$ cat src/rtl/reg_sequencer_pkg.sv
`default_nettype none
// ============================================================================
//  Module      : reg_sequencer_pkg
//  Description : Shared encodings for the register sequencer and the 4-bit
//                register it drives: register function codes, command opcodes,
//                sequencer state encoding and the register next-value rule.
//  Revision    : 1.0 - initial release
// ============================================================================
package reg_sequencer_pkg;

  // Function codes presented to the 4-bit register. Codes 101-111 are unused.
  typedef enum logic [2:0] {
    FUNC_CLEAR = 3'b000,
    FUNC_LOAD  = 3'b001,
    FUNC_HOLD  = 3'b010,
    FUNC_SL    = 3'b011,
    FUNC_SR    = 3'b100
  } func_e;

  // Requester command opcodes.
  typedef enum logic [1:0] {
    OP_CLEAR = 2'b00,
    OP_LOAD  = 2'b01,
    OP_SHL   = 2'b10,
    OP_SHR   = 2'b11
  } op_e;

  // Sequencer states.
  typedef enum logic [1:0] {
    ST_INIT = 2'b00,
    ST_IDLE = 2'b01,
    ST_RUN  = 2'b10,
    ST_DONE = 2'b11
  } state_e;

  // Value the register takes on an edge given the function and load data
  // presented during the preceding cycle.
  function automatic logic [3:0] next_reg_value(
    input func_e      f,
    input logic [3:0] cur,
    input logic [3:0] din
  );
    logic [3:0] nxt;
    nxt = cur;
    case (f)
      FUNC_CLEAR: nxt = 4'b0000;
      FUNC_LOAD:  nxt = din;
      FUNC_SL:    nxt = {cur[2:0], 1'b0};
      FUNC_SR:    nxt = {1'b0, cur[3:1]};
      default:    nxt = cur;
    endcase
    return nxt;
  endfunction

endpackage
`default_nettype wire

$ cat src/rtl/reg_sequencer.sv
`default_nettype none
// ============================================================================
//  Module      : reg_sequencer
//  Description : Sequences clear / load / shift commands onto a 4-bit
//                register's function and data inputs, and keeps a shadow copy
//                of the register contents.
//  Ports       : clk, rst_n (async, active-low)
//                cmd_valid/cmd_ready  - command handshake (accept in IDLE)
//                cmd_op/amt/data      - opcode, shift count, load value
//                func, reg_in         - register function code and load data
//                shadow               - register contents after the last edge
//                busy, done           - RUN indicator, one-cycle completion
//  Revision    : 1.0 - initial release
// ============================================================================
module reg_sequencer
  import reg_sequencer_pkg::*;
#(
  parameter int MAX_SHIFT = 4   // clamp for shift count; must be 0..7
) (
  input  logic       clk,
  input  logic       rst_n,
  input  logic       cmd_valid,
  output logic       cmd_ready,
  input  logic [1:0] cmd_op,
  input  logic [2:0] cmd_amt,
  input  logic [3:0] cmd_data,
  output logic [2:0] func,
  output logic [3:0] reg_in,
  output logic [3:0] shadow,
  output logic       busy,
  output logic       done
);

  localparam logic [2:0] MAX_CNT = 3'(MAX_SHIFT);

  state_e     state_q,  state_d;
  func_e      func_q,   func_d;
  logic [3:0] reg_in_q, reg_in_d;
  logic [3:0] shadow_q, shadow_d;
  logic [2:0] cnt_q,    cnt_d;
  logic       busy_q,   busy_d;
  logic       done_q,   done_d;

  logic [2:0] amt_clamped;
  logic [2:0] shift_cnt_init;

  assign amt_clamped    = (cmd_amt > MAX_CNT) ? MAX_CNT : cmd_amt;
  // cnt holds the number of RUN cycles remaining after the current one, so a
  // zero-length shift still gets its single HOLD cycle with cnt = 0.
  assign shift_cnt_init = (amt_clamped == 3'd0) ? 3'd0 : amt_clamped - 3'd1;

  assign cmd_ready = (state_q == ST_IDLE);

  always_comb begin
    state_d  = state_q;
    func_d   = func_q;
    reg_in_d = reg_in_q;
    cnt_d    = cnt_q;
    busy_d   = busy_q;
    done_d   = 1'b0;
    // Shadow tracks the register: it applies the function on the same edge.
    shadow_d = next_reg_value(func_q, shadow_q, reg_in_q);

    unique case (state_q)
      ST_INIT: begin
        state_d = ST_IDLE;
        func_d  = FUNC_HOLD;
      end
      ST_IDLE: begin
        func_d = FUNC_HOLD;
        if (cmd_valid) begin
          state_d = ST_RUN;
          busy_d  = 1'b1;
          cnt_d   = 3'd0;
          case (op_e'(cmd_op))
            OP_CLEAR: func_d = FUNC_CLEAR;
            OP_LOAD: begin
              func_d   = FUNC_LOAD;
              reg_in_d = cmd_data;
            end
            OP_SHL: begin
              func_d = (amt_clamped == 3'd0) ? FUNC_HOLD : FUNC_SL;
              cnt_d  = shift_cnt_init;
            end
            OP_SHR: begin
              func_d = (amt_clamped == 3'd0) ? FUNC_HOLD : FUNC_SR;
              cnt_d  = shift_cnt_init;
            end
          endcase
        end
      end
      ST_RUN: begin
        if (cnt_q == 3'd0) begin
          state_d = ST_DONE;
          func_d  = FUNC_HOLD;
          busy_d  = 1'b0;
          done_d  = 1'b1;
        end else begin
          cnt_d = cnt_q - 3'd1;
        end
      end
      ST_DONE: begin
        state_d = ST_IDLE;
        func_d  = FUNC_HOLD;
      end
    endcase
  end

  always_ff @(posedge clk or negedge rst_n) begin
    if (!rst_n) begin
      state_q  <= ST_INIT;
      func_q   <= FUNC_CLEAR;
      reg_in_q <= 4'b0000;
      shadow_q <= 4'b0000;
      cnt_q    <= 3'd0;
      busy_q   <= 1'b0;
      done_q   <= 1'b0;
    end else begin
      state_q  <= state_d;
      func_q   <= func_d;
      reg_in_q <= reg_in_d;
      shadow_q <= shadow_d;
      cnt_q    <= cnt_d;
      busy_q   <= busy_d;
      done_q   <= done_d;
    end
  end

  assign func   = func_q;
  assign reg_in = reg_in_q;
  assign shadow = shadow_q;
  assign busy   = busy_q;
  assign done   = done_q;

endmodule
`default_nettype wire

$ cat config.mk
export PLATFORM = sky130hd
export DESIGN_NAME = reg_sequencer
export DESIGN_NICKNAME = d
export VERILOG_FILES = /design/src/rtl/reg_sequencer_pkg.sv /design/src/rtl/reg_sequencer.sv
export SDC_FILE = /design/constraint.sdc
export NUM_CORES = 1
export LEC_CHECK = 0
export CAP_MARGIN = 10
export CORE_MARGIN = 2
export CORE_UTILIZATION = 47
export DETAILED_ROUTE_END_ITERATION = 16
export GPL_TIMING_DRIVEN = 0
export PLACE_DENSITY = 0.77
export SLEW_MARGIN = 20
export SYNTH_ARGS = -nofsm -noshare
export SYNTH_HDL_FRONTEND = slang
export SYNTH_SLANG_ARGS = --single-unit
$ cat constraint.sdc
create_clock -name clk -period 1.9 [get_ports clk]
set_input_delay 0.285 -clock clk [delete_from_list [all_inputs] [get_ports clk]]
set_output_delay 0.285 -clock clk [all_outputs]
set_load 0.02 [all_outputs]
==> load_flow_metrics.sql <==
INSERT INTO impl_metrics (metric_group, metric, value, unit) VALUES
('setup_path', 'cp_max_fo', '7', ''),
('drt', 'routed_via_density', '5.32', ''),
('setup_path', 'worstPathArrival', '1.43', 'ns'),
('synthesis', 'async_flop_share', '1.00', ''),
('floorplan', 'rows', '16', ''),
('cells_and_area', 'area_growth_syn_to_layout', '31.4', '%'),
('power', 'powerDensity', '1410', 'nW/µm²'),
('synthesis', 'post_synth_inst_count', '96', ''),
('clock_tree', 'clk_latency', '0.29', 'ns'),
('placement', 'place_congestion', '0.735', ''),
('setup_path', 'cell_by_cell_trace_of_the_critical_path', 'inv_1 -> ha_1 -> dlygate4sd2_1', ''),
('setup_path', 'cpPeakStageDelay', '0.39', 'ns'),
('floorplan', 'floorplan.die_area', '2550', 'µm²'),
('synthesis', 'synth_area', '1010', 'µm²'),
('synthesis', 'yosys_most_used_dff', 'sky130_fd_sc_hd__dfrtp_1', ''),
('drt', 'antenna_violating_nets_post_route', '0', ''),
('placement', 'hpwl', '1490', 'µm'),
('cells_and_area', 'num-fill-cells', '155', ''),
('clock_tree', 'h-tree-depth', '1', ''),
('placement', 'port_buffers', '25', ''),
('placement', 'dp.cells', '148', ''),
('timing', 'final_hold_violation_count', '0', ''),
('synthesis', 'synth_top_cells_by_area', 'sky130_fd_sc_hd__dfrtp_1, sky130_fd_sc_hd__mux2i_1, sky130_fd_sc_hd__mux2_4', ''),
('setup_path', 'setup.worst_path.end_class', 'output port', ''),
('global_routing', 'grt_util_all_layers', '0.170', ''),
('setup_path', 'timing_worst_setup_path_type', 'flip-flop to output port', ''),
('setup_path', 'rr_endpoint', 'reg_in[2]$_DFFE_PN0P_', ''),
('min_path', 'hold_class', 'input port to asynchronous set/reset pin', ''),
('drt', 'route.detailed.drc', '0', ''),
('clock_tree', 'tritoncts', 'yes', ''),
('timing', 'setup_viol', '0', ''),
('setup_path', 'worstReg2RegStart', 'state_q[1]$_DFFE_PN0P_', ''),
('drt', 'totalWireLength', '1920', 'µm'),
('synthesis', 'post-synth-top-area-fraction', '0.444', ''),
('timing', 'worstMarginPinSlew', '0.791', 'ns'),
('synthesis', 'synth_edf_count', '0', ''),
('floorplan', 'dieWidth', '50.5', 'µm'),
('global_routing', 'global_route_wire_length_before_repair', '3310', 'µm'),
('synthesis', 'synth_commonest_cells', 'sky130_fd_sc_hd__dfrtp_1, sky130_fd_sc_hd__inv_1, sky130_fd_sc_hd__mux2i_1, sky130_fd_sc_hd__nand2_1', ''),
('drt', 'drt_first_pass_iters', '6', ''),
('timing', 'finalMaxSlewViolations', '0', ''),
('job', 'cap_viol_max_count', '0', ''),
('floorplan', 'top_level_port_count', '26', ''),
('floorplan', 'die_h', '50.5', 'µm'),
('power', 'total_leakage_power', '0.000603', 'µW'),
('power', 'max-vdd-ir-drop', '764', 'µV'),
('drt', 'wl_per_cell', '12.6', 'µm'),
('floorplan', 'initial_utilization', '0.507', ''),
('setup_path', 'critPathSlowestCell', 'sky130_fd_sc_hd__dfrtp_1', ''),
('setup_path', 'timing.reg2reg.setup_slack', '0.28', 'ns'),
('timing', 'tns', '0', 'ns'),
('cells_and_area', 'design.final.nets', '142', ''),
('clock_tree', 'postCtsHoldBufs', '0', ''),
('power', 'internal-power', '1150', 'µW'),
('synthesis', 'synthesis.area_per_instance', '10.6', 'µm²'),
('cells_and_area', 'layout_cells_sized_above_1', '0.112', ''),
('cells_and_area', 'num_antenna_cells', '0', ''),
('timing', 'rsz0062_at_grt', 'false', ''),
('setup_path', 'timing.reg2reg.worst_path_depth', '6', ''),
('timing', 'slew-limit-headroom', '0.471', ''),
('clock_tree', 'cts.root.buffer_cell', 'sky130_fd_sc_hd__clkbuf_4', ''),
('timing', 'worst_slack', '0.188', 'ns'),
('global_routing', 'grt-ovfl-total', '0', ''),
('cells_and_area', 'stdcell_count', '152', ''),
('run_status', 'run_status', 'complete, no violations', ''),
('timing', 'final.setup_skew', '0.00214', 'ns'),
('cells_and_area', 'finish.utilization', '0.666', ''),
('synthesis', 'synthMostInstantiatedCell', 'sky130_fd_sc_hd__dfrtp_1', ''),
('clock_tree', 'clock_sinks', '18', ''),
('global_routing', 'grt_start_max_net_pins', '19', ''),
('power', 'power.clock.fraction', '0.125', '');
kinds of logic (layout without fill, tap and decap cells):
| logic type | count (synthesis) | after routing | synth area share |
|---|---|---|---|
| compound gates | 24 | 24 | 0.173 |
| fa+ha+maj | 4 | 4 | 0.0493 |
| buf+inv | 12 | 41 | 0.0543 |
| flops | 18 | 18 | 0.444 |
| mux | 12 | 12 | 0.139 |
| simple gates | 26 | 26 | 0.141 |
worst max-delay path by stage:
stage | to | slack [ns] | start | cells after the start
finish | cmd_ready | 0.19 | state_q[1]$_DFFE_PN0P_ | 3
global route | cmd_ready | 0.1 | state_q[1]$_DFFE_PN0P_ | 3
CTS | cmd_ready | 0.17 | state_q[1]$_DFFE_PN0P_ | 3
detailed placement | reg_in[2]$_DFFE_PN0P_ | 0.16 | cmd_valid | 5
global placement | reg_in[2]$_DFFE_PN0P_ | 0.15 | cmd_valid | 5
floorplan | reg_in[0]$_DFFE_PN0P_ | 0.26 | state_q[1]$_DFFE_PN0P_ | 6
placed cells by master (no fill, tap or decap), types with 3 or more instances in the layout:
cell and instances:
sky130_fd_sc_hd__nand2b_1 4, sky130_fd_sc_hd__o21ai_0 3, sky130_fd_sc_hd__clkbuf_4 3, sky130_fd_sc_hd__mux2i_1 7
sky130_fd_sc_hd__nand2_1 7, sky130_fd_sc_hd__ha_1 4, sky130_fd_sc_hd__inv_1 7, sky130_fd_sc_hd__clkdlybuf4s50_1 24
sky130_fd_sc_hd__mux2_4 4, sky130_fd_sc_hd__a21oi_1 4, sky130_fd_sc_hd__dfrtp_1 18, sky130_fd_sc_hd__a22o_1 3
sky130_fd_sc_hd__nor2_1 4
sequential cells by signal, summed over array words and instances, names as in the netlist:
name and flops:
reg_in 4, shadow 4, cnt_q 3, func 3, state_q 2, busy 1
done 1
layout make-up:
type	instances	area [µm²]	share of cell area
Multi-Input combinational cell	66	509	0.382
Buffer	5	28.8	0.0216
Tap cell	27	33.8	0.0253
Sequential cell	18	450	0.338
Clock buffer	4	36.3	0.0272
Timing Repair Buffer	25	249	0.187
Inverter	7	26.3	0.0197
power by group through the flow:
stage | clock (µW) | sequential [µW] | combinational (µW)
after global placement | 0 | 645 | 991
after floorplan | 0 | 755 | 534
after detailed placement | 0 | 651 | 1020
after global routing | 256 | 665 | 1090
final | 236 | 645 | 1010
after CTS | 237 | 642 | 1020
critical path, delay by kind of cell, from the launching register on:
| family | cells | cell delay [ns] |
|---|---|---|
| buffers and inverters | 2 | 0.45 |
| adders and majority gates | 1 | 0.30 |
| DFF | 1 | 0.39 |
what timing repair did:
item                                   in CTS  in global routing
gates resized for setup                     1                  0
setup endpoints to repair                   1                  0
endpoints found under the hold margin       0                  0
metal layers:
metal	GRT usage	part of all wire
met1	0.231	0.50
met2	0.268	0.46
met3	0.0357	0.035
met4	0.0631	0.0068
met5	0	0
through the flow:
stage | power, µW | hold WS, ns | area, µm²
after CTS | 1900 | 0.477 | 1330
after floorplan | 1290 | -0.0106 | 1010
final | 1890 | 0.446 | 1330
after global routing | 2010 | 0.500 | 1330
after detailed placement | 1670 | 0.538 | 1300
after global placement | 1640 | 0.520 | 1300
No activity file was read; power rests on OpenSTA's default activity.
